--- src/rtl/sb_reg_access_ctrl.sv ---
// Sideband register-access responder.
// Parses command frames (addr, {rw,len}, data...) from the sideband byte
// receiver, drives the register file strobes and serializes a response frame
// back to the sideband transmitter.
module sb_reg_access_ctrl #(
  parameter int MAX_ADDR = 156,
  parameter int TIMEOUT  = 1024
) (
  input  logic        fsm_clk,
  input  logic        rst,
  input  logic [7:0]  rx_byte,
  input  logic        rx_valid,
  output logic [7:0]  tx_byte,
  output logic        tx_valid,
  input  logic        tx_ready,
  output logic        s_read,
  output logic        s_write,
  output logic [7:0]  s_address,
  output logic [7:0]  s_data,
  input  logic [23:0] sb_read,
  output logic        busy,
  output logic        rx_drop,
  output logic        err_timeout
);

  localparam int TW = $clog2(TIMEOUT) + 1;
  localparam logic [TW-1:0] TOUT_LAST = TW'(TIMEOUT - 1);
  localparam logic [8:0]    ADDR_MAX9 = 9'(MAX_ADDR);

  typedef enum logic [2:0] {
    ST_IDLE,
    ST_HDR,
    ST_WDATA,
    ST_DRAIN,
    ST_READ,
    ST_RWAIT,
    ST_RESP
  } state_t;

  state_t        state_reg;
  logic [7:0]    addr_reg;
  logic          rw_reg;
  logic [6:0]    len_reg;
  logic [6:0]    idx_reg;
  logic          status_reg;
  logic [23:0]   rdata_reg;
  logic [TW-1:0] tout_reg;
  logic [2:0]    resp_idx_reg;
  logic [2:0]    resp_last_reg;

  // Header decode straight from the incoming byte so the legality decision
  // is made in the same cycle the header arrives.
  logic       hdr_rw;
  logic [6:0] hdr_len;
  logic [8:0] wr_end;
  logic [8:0] rd_end;
  logic       wr_ok;
  logic       rd_ok;

  assign hdr_rw  = rx_byte[7];
  assign hdr_len = rx_byte[6:0];
  assign wr_end  = {1'b0, addr_reg} + {2'b00, hdr_len} - 9'd1;
  assign rd_end  = {1'b0, addr_reg} + 9'd2;
  assign wr_ok   = hdr_rw && (hdr_len != 7'd0) && (wr_end <= ADDR_MAX9);
  assign rd_ok   = !hdr_rw && (hdr_len == 7'd3) && (rd_end <= ADDR_MAX9);

  assign busy = (state_reg != ST_IDLE);

  // Response byte following the one currently presented on tx_byte.
  logic [2:0] sel_idx;
  logic [7:0] sel_byte;

  assign sel_idx = resp_idx_reg + 3'd1;

  // Select the next response byte: addr, {rw,len}, status, then read data LSB first.
  always_comb begin
    sel_byte = addr_reg;
    case (sel_idx)
      3'd1:    sel_byte = {rw_reg, len_reg};
      3'd2:    sel_byte = {7'd0, status_reg};
      3'd3:    sel_byte = rdata_reg[7:0];
      3'd4:    sel_byte = rdata_reg[15:8];
      3'd5:    sel_byte = rdata_reg[23:16];
      default: sel_byte = addr_reg;
    endcase
  end

  // Frame FSM with registered strobes, response serializer and inter-byte timeout.
  always_ff @(posedge fsm_clk or negedge rst) begin
    if (!rst) begin
      state_reg     <= ST_IDLE;
      addr_reg      <= '0;
      rw_reg        <= 1'b0;
      len_reg       <= '0;
      idx_reg       <= '0;
      status_reg    <= 1'b0;
      rdata_reg     <= '0;
      tout_reg      <= '0;
      resp_idx_reg  <= '0;
      resp_last_reg <= '0;
      tx_byte       <= '0;
      tx_valid      <= 1'b0;
      s_read        <= 1'b0;
      s_write       <= 1'b0;
      s_address     <= '0;
      s_data        <= '0;
      rx_drop       <= 1'b0;
      err_timeout   <= 1'b0;
    end else begin
      s_read      <= 1'b0;
      s_write     <= 1'b0;
      rx_drop     <= 1'b0;
      err_timeout <= 1'b0;

      case (state_reg)
        ST_IDLE: begin
          tout_reg <= '0;
          if (rx_valid) begin
            addr_reg  <= rx_byte;
            state_reg <= ST_HDR;
          end
        end

        ST_HDR: begin
          if (rx_valid) begin
            tout_reg <= '0;
            rw_reg   <= hdr_rw;
            len_reg  <= hdr_len;
            idx_reg  <= '0;
            if (hdr_rw) begin
              resp_last_reg <= 3'd2;
              if (wr_ok) begin
                status_reg <= 1'b0;
                state_reg  <= ST_WDATA;
              end else if (hdr_len == 7'd0) begin
                // Nothing to drain: answer with the error status right away.
                status_reg   <= 1'b1;
                state_reg    <= ST_RESP;
                tx_byte      <= addr_reg;
                tx_valid     <= 1'b1;
                resp_idx_reg <= '0;
              end else begin
                status_reg <= 1'b1;
                state_reg  <= ST_DRAIN;
              end
            end else if (rd_ok) begin
              status_reg    <= 1'b0;
              resp_last_reg <= 3'd5;
              s_read        <= 1'b1;
              s_address     <= addr_reg;
              state_reg     <= ST_READ;
            end else begin
              status_reg    <= 1'b1;
              resp_last_reg <= 3'd2;
              state_reg     <= ST_RESP;
              tx_byte       <= addr_reg;
              tx_valid      <= 1'b1;
              resp_idx_reg  <= '0;
            end
          end
        end

        ST_WDATA: begin
          if (rx_valid) begin
            tout_reg  <= '0;
            s_write   <= 1'b1;
            s_address <= addr_reg + {1'b0, idx_reg};
            s_data    <= rx_byte;
            idx_reg   <= idx_reg + 7'd1;
            if (idx_reg == len_reg - 7'd1) begin
              state_reg    <= ST_RESP;
              tx_byte      <= addr_reg;
              tx_valid     <= 1'b1;
              resp_idx_reg <= '0;
            end
          end
        end

        ST_DRAIN: begin
          if (rx_valid) begin
            tout_reg <= '0;
            idx_reg  <= idx_reg + 7'd1;
            if (idx_reg == len_reg - 7'd1) begin
              state_reg    <= ST_RESP;
              tx_byte      <= addr_reg;
              tx_valid     <= 1'b1;
              resp_idx_reg <= '0;
            end
          end
        end

        ST_READ: begin
          // s_read is high this cycle; the file registers the data on this edge.
          state_reg <= ST_RWAIT;
        end

        ST_RWAIT: begin
          rdata_reg    <= sb_read;
          state_reg    <= ST_RESP;
          tx_byte      <= addr_reg;
          tx_valid     <= 1'b1;
          resp_idx_reg <= '0;
        end

        ST_RESP: begin
          if (tx_valid && tx_ready) begin
            if (resp_idx_reg == resp_last_reg) begin
              tx_valid  <= 1'b0;
              state_reg <= ST_IDLE;
            end else begin
              resp_idx_reg <= sel_idx;
              tx_byte      <= sel_byte;
            end
          end
        end

        default: state_reg <= ST_IDLE;
      endcase

      // Bytes arriving while the responder cannot consume them are discarded.
      if (rx_valid && ((state_reg == ST_READ) || (state_reg == ST_RWAIT) ||
                       (state_reg == ST_RESP))) begin
        rx_drop <= 1'b1;
      end

      // Inter-byte timeout inside a frame; an rx byte in the final cycle wins.
      if (((state_reg == ST_HDR) || (state_reg == ST_WDATA) ||
           (state_reg == ST_DRAIN)) && !rx_valid) begin
        if (tout_reg == TOUT_LAST) begin
          err_timeout <= 1'b1;
          tout_reg    <= '0;
          state_reg   <= ST_IDLE;
        end else begin
          tout_reg <= tout_reg + TW'(1);
        end
      end
    end
  end

endmodule
--- config.mk ---
export PLATFORM = sky130hd
export DESIGN_NAME = sb_reg_access_ctrl
export DESIGN_NICKNAME = d
export VERILOG_FILES = /design/src/rtl/sb_reg_access_ctrl.sv
export SDC_FILE = /design/constraint.sdc
export NUM_CORES = 1
export LEC_CHECK = 0
export CAP_MARGIN = 30
export CORE_UTILIZATION = 43
export DETAILED_ROUTE_END_ITERATION = 12
export GPL_ROUTABILITY_DRIVEN = 1
export MAX_ROUTING_LAYER = met4
export PLACE_DENSITY = 0.62
export SLEW_MARGIN = 20
export SYNTH_ARGS = -nofsm -noshare
export SYNTH_HDL_FRONTEND = slang
export SYNTH_SLANG_ARGS = --single-unit
--- constraint.sdc ---
create_clock -name fsm_clk -period 4.1 [get_ports fsm_clk]
set_clock_uncertainty 0.2 [all_clocks]
set_input_delay 0.82 -clock fsm_clk [delete_from_list [all_inputs] [get_ports fsm_clk]]
set_output_delay 0.82 -clock fsm_clk [all_outputs]
set_load 0.05 [all_outputs]
# ---- Word-level counts from Yosys, hierarchy flattened
# Index checks and enable logic that the tools add are counted.
dict set report classes {
  muxes 70
  n_eq_ne 28
  reduce_logical 31
  order_cmp 2
  add_sub_neg 8
}
# operator n
set ops {}
lappend ops {{$mux 8} 13}
lappend ops {{$mux 3} 22}
lappend ops {{$pmux 8 s5} 1}
lappend ops {{$mux 11} 3}
lappend ops {{$pmux 8 s4} 1}
lappend ops {{$pmux 11 s2} 1}
lappend ops {{$mux 1} 21}
lappend ops {{$le 9x8->1 const B} 2}
lappend ops {{$pmux 3 s6} 1}
lappend ops {{$reduce_and 9->1} 2}
lappend ops {{$pmux 8 s2} 1}
lappend ops {{$eq 3x3->1 const B} 5}
lappend ops {{$mux 7} 2}
lappend ops {{$ne 2x2->1 const B} 7}
lappend ops {{$pmux 7 s2} 1}
lappend ops {{$eq 3x2->1 const B} 4}
lappend ops {{$pmux 3 s4} 1}
lappend ops {{$add 11x1->11 const B} 1}
lappend ops {{$eq 11x10->1 const B} 1}
lappend ops {{$add 8x2->9 const B} 1}
lappend ops {{$add 8x7->9} 1}
lappend ops {{$ne 3x3->1 const B} 3}
lappend ops {{$sub 9x1->9 const B} 1}
lappend ops {{$add 8x7->8} 1}
lappend ops {{25 further kinds} 42}
dict set report totals {
  wordCells 157
  in_bits 36
  ff_bits 97
  output_inout_bits 30
}

# ---- Longest topological paths before layout
dict set report depth {
  ltp_word 10
  depth_mapped 13
  depth_no_buf 13
}

# ---- Least setup slack after synthesis
# No wires, ideal clock.
dict set report synth_path {
  kind {input to register}
  startpoint {in rx_byte[1]}
  endpoint {reg status_reg}
  t_required_ns 3.806
  path_stages 13
  n_path_buf 0
  slack_ns 0.895
  setup_time_ns 0.094
  arrival_ns 2.912
  path_cell_list {inv_1 -> ha_1 -> inv_1 -> ha_1 -> inv_1 -> fa_1 -> nor2b_1 -> or4_1 -> o22ai_1 -> a211oi_1 -> nand2_1 -> a21oi_1 -> a211oi_1}
}
dict set report synth_via {
  elab_chain_len 6
  word_cells_on_any_way 12
  classes_between {add/sub (2); order compare (1); eq/ne (1); mux (3); reduce/logical (5)}
}
# item line_no
set synth_lines {}
lappend synth_lines {{start, declared} 11} ;# input logic [7:0] rx_byte,
lappend synth_lines {{$add 8x7->9} 62} ;# assign wr_end = {1'b0, addr_reg} + {2'b00, hdr_len} - 9'd1;
lappend synth_lines {{$sub 9x1->9} 62}
lappend synth_lines {{$le 9x8->1} 64} ;# assign wr_ok = hdr_rw && (hdr_len != 7'd0) && (wr_end <= ADDR_MAX9);
lappend synth_lines {{$logic_and 1x1->1} 64}
lappend synth_lines {{$mux 1} 132} ;# if (wr_ok) begin
lappend synth_lines {{$mux 1 *} 130} ;# if (hdr_rw) begin
lappend synth_lines {{end signal, assigned} 133} ;# status_reg <= 1'b0;
lappend synth_lines {{end signal, assigned} 137} ;# status_reg <= 1'b1;
lappend synth_lines {{end signal, assigned} 143} ;# status_reg <= 1'b1;
lappend synth_lines {{end, declared} 45} ;# logic status_reg;
# Every way passes the cells marked *; elsewhere a longest branch is shown, timed or not.
# A chain may end at the register's enable or synchronous reset.

# ---- Worst setup path after layout
# Same ends and word-level chain as after synthesis.

==> flow_summary.toml <==
[pwr]
pwr-share-seq_pct = 32.0
combPwrFrac_pct = 51.2
clockPowerShare_pct = 16.7
pwr_density_cell_nw_per_um2 = 774
power.total_mw = 5.25
intPower_mw = 2.97
switchingPower_mw = 2.28
p_leak_nw = 3.07
swShare_pct = 43.4
ir_drop_mv = 0.370

[grt]
track_usage_pct = 22.6
grt_pass1_wl_um = 22100
grt_max_degree = 50
first_global_vias = 4333
overflow = 0
grt_antenna_before_repair = 0

[sta]
setup_viol = 0
fmax_mhz = 288
worst_slew_pin_slew_ns = 0.965
grt_setup_unrepaired = "no"
hold_viol = 0
period_minus_slack_ns = 3.47
period_share_pct = 84.7
tns_ns = 0
relSlewSlack_pct = 35.5
drv_slew = 0

[cts]
post_cts_resize_count = 0
post_cts_buffers = 0
cts_buffers = 9
clk_pin_slew_ns = 0.07
ctsHoldBuffers = 0
clkLatencyLatePin_ns = 0.36
cts-htree-levels = 3
root_buffer = "clkbuf_16"
cts_sinks = 96
clockBufferDepth = 2
cts_tree = "done"

[synthesis]
synth-edff-count = 0
synth_seq_cells = 96
ys_types = 66
yosysMostFrequentCell = "dfrtp_1"
syn_inst = 575
synth_top_family_by_area = "simple AND/OR/NAND/NOR gates"
syn_area_um2 = 5560
synthXorXnorAreaFrac_pct = 3.26
synthTopCellsByCount = "dfrtp_1 (96), nand2_1 (67), o21ai_0 (54)"
yosysWarnings = 0
yosys.area_share.simple_pct = 16.2
synth_top_cells_by_area = "dfrtp_1 (43%), mux2_2 (7.3%), ha_1 (6.7%)"
synthMuxAreaShare_pct = 9.80
synth_fa_ha_area_share_pct = 7.47
synth_compound_area_share_pct = 15.4
postSynthAreaPerCell_um2 = 9.68
yosysSeqAreaShare_pct = 43.2
netlist.area_leader.share_pct = 43.2
async_reset_ff_share_pct = 100
syn_nets = 643
synthFlopType = "dfrtp_1"
synth_top_area_cell = "dfrtp_1"

[critical_path]
critical_path.max_fanout = 3
crit_type = "in -> reg"
slowest_stage = "or4_1"
ff2ff_path_depth = 8
cp.required_ns = 4.16
crit_arrival_ns = 3.53
cp-end-kind = "flop"
r2r_setup_slack_ns = 0.85
crit_chain = "clkdlybuf4s50_1 -> inv_1 -> ha_1 -> inv_1 -> ha_1 -> inv_1 -> fa_1 -> nor2b_1 -> or4_1 -> o22ai_1 -> a211oi_1 -> nand2_1 -> a21oi_1 -> a211oi_1"
cp_common_cell = "inv_1"
cp_num_buf_inv = 4
path_depth = 14
timing.rr.start = "addr_reg[1]"
startpoint_type = "input pin"
crit_family = "adder cells"
slowest_delay_ns = 0.49
reg2reg_to = "s_address[5]"

[routing]
routed-via-count = 4421
antenna_left = 0
drc = 0
totalWireLength_um = 13400
drt_iter0_markers = 204
dr.pass1.iters = 5
vias_per_cell = 5.36
wl_per_cell_um = 16.2

[cells_and_area]
area_growth_pct = 22.0
layout-drive-gt1-share_pct = 13.3
diodes = 0
largest_reg_flops = 24
fill_cells = 1180
nets = 716

[hold_path]
hold-path-endpoint = "s_address[3]"
hold_depth = 2
worst_hold_path_type = "reg -> reg"
hp-start = "s_address[3]"

[placed_design]
place.gp.congestion = 0.866
hpwlAfterDp_um = 10100
io_buffers = 65

[floorplanning]
core_um2 = 12600
core.rowCount = 41
io_pins = 66
die_x_um = 116
fp.dieArea_um2 = 13400
dieHeight_um = 116
start_util_pct = 44.1

[flow_run]
max_cap_viol_count = 0

[status]
status = "finished, final reports clean"
[layer usage]
layer,up-vias,wire [um],global-route usage [%]
li1,2185,-,-
met3,19,528,2.82
met4,0,312,10.4
met1,2126,6300,30.5
met5,-,0,-
met2,91,6220,34.0
[metrics by stage]
step	std cells	util [%]	area [um^2]	worst slack [ns]	hold slack (ns)
after floorplan	575	-	5560	0.895	0.250
after global placement	804	50.9	6430	0.290	0.263
after detailed placement	806	51.1	6450	0.261	0.270
after CTS	822	53.5	6760	0.510	0.285
after global routing	825	53.8	6790	0.442	0.294
final	825	53.8	6790	0.629	0.276
[power groups by stage]
stage	Clock (mW)	Sequential, mW	Combinational, mW
after floorplan	0	2.00	1.60
after global placement	0	1.69	2.65
after detailed placement	0	1.70	2.68
after CTS	0.900	1.69	2.70
after global routing	0.940	1.74	2.97
final	0.879	1.68	2.69
[cell type report]
class                      instances  area [um^2]  share of cell area [%]
clock buffer                      11          243                    3.58
timing repair buffer              85          816                    12.0
inverter                          40          150                    2.21
sequential                        96         2400                    35.4
clock inverter                     5         63.8                   0.940
multi-input combinational        416         2900                    42.7
tap                              172          215                    3.17
[worst reg2reg max path, cell delays in order (launching register included)]
cell and delay, ns:
dfrtp_1 0.48, ha_1 0.29, and4bb_1 0.28, a31oi_1 0.08, a2111oi_1 0.85, nor4_2 0.15, nor2_1 0.24, buf_4 0.23
mux2_2 0.34
[how the worst max path moves through the flow]
stage | endpoint | from
finish | status_reg | rx_byte[1]
global route | status_reg | rx_byte[1]
CTS | s_address[5] | addr_reg[1]
detailed placement | status_reg | rx_byte[1]
global placement | status_reg | rx_byte[1]
floorplan | status_reg | rx_byte[1]
[kinds of logic (layout without fill, tap and decap cells)]
group / Yosys count / count (layout)
AND/OR/NAND/NOR: 183 / 183
XOR/XNOR: 19 / 19
adder cells (fa/ha/maj): 32 / 32
flip-flops: 96 / 96
AO/OA/AOI/OAI: 135 / 135
buffers and inverters: 63 / 141
multiplexers: 47 / 47
[layout by cell type, fill, tap and decap left out, types with 2 or more instances in the layout]
cell             instances
nand4_1                  3
and4_1                   2
fa_1                     2
a21o_1                   6
nor3_1                  12
nor2b_1                 10
buf_4                   18
or3_1                    3
nor2_1                  39
nor4_1                   2
dfrtp_1                 96
a31oi_1                  5
or2_2                    2
o31ai_1                  7
nand3_1                 12
and3_1                   8
nand2_1                 67
mux2_4                   6
mux2_2                  36
a221oi_1                11
nor3b_1                  3
nand2b_1                 9
xor2_1                   6
o21ai_0                 54
a211oi_1                 7
ha_1                    30
clkdlybuf4s50_1         64
clkbuf_16                9
a21oi_1                 26
xnor2_1                 12
mux2i_1                  5
inv_1                   39
No activity file was read; power rests on OpenSTA's default activity.
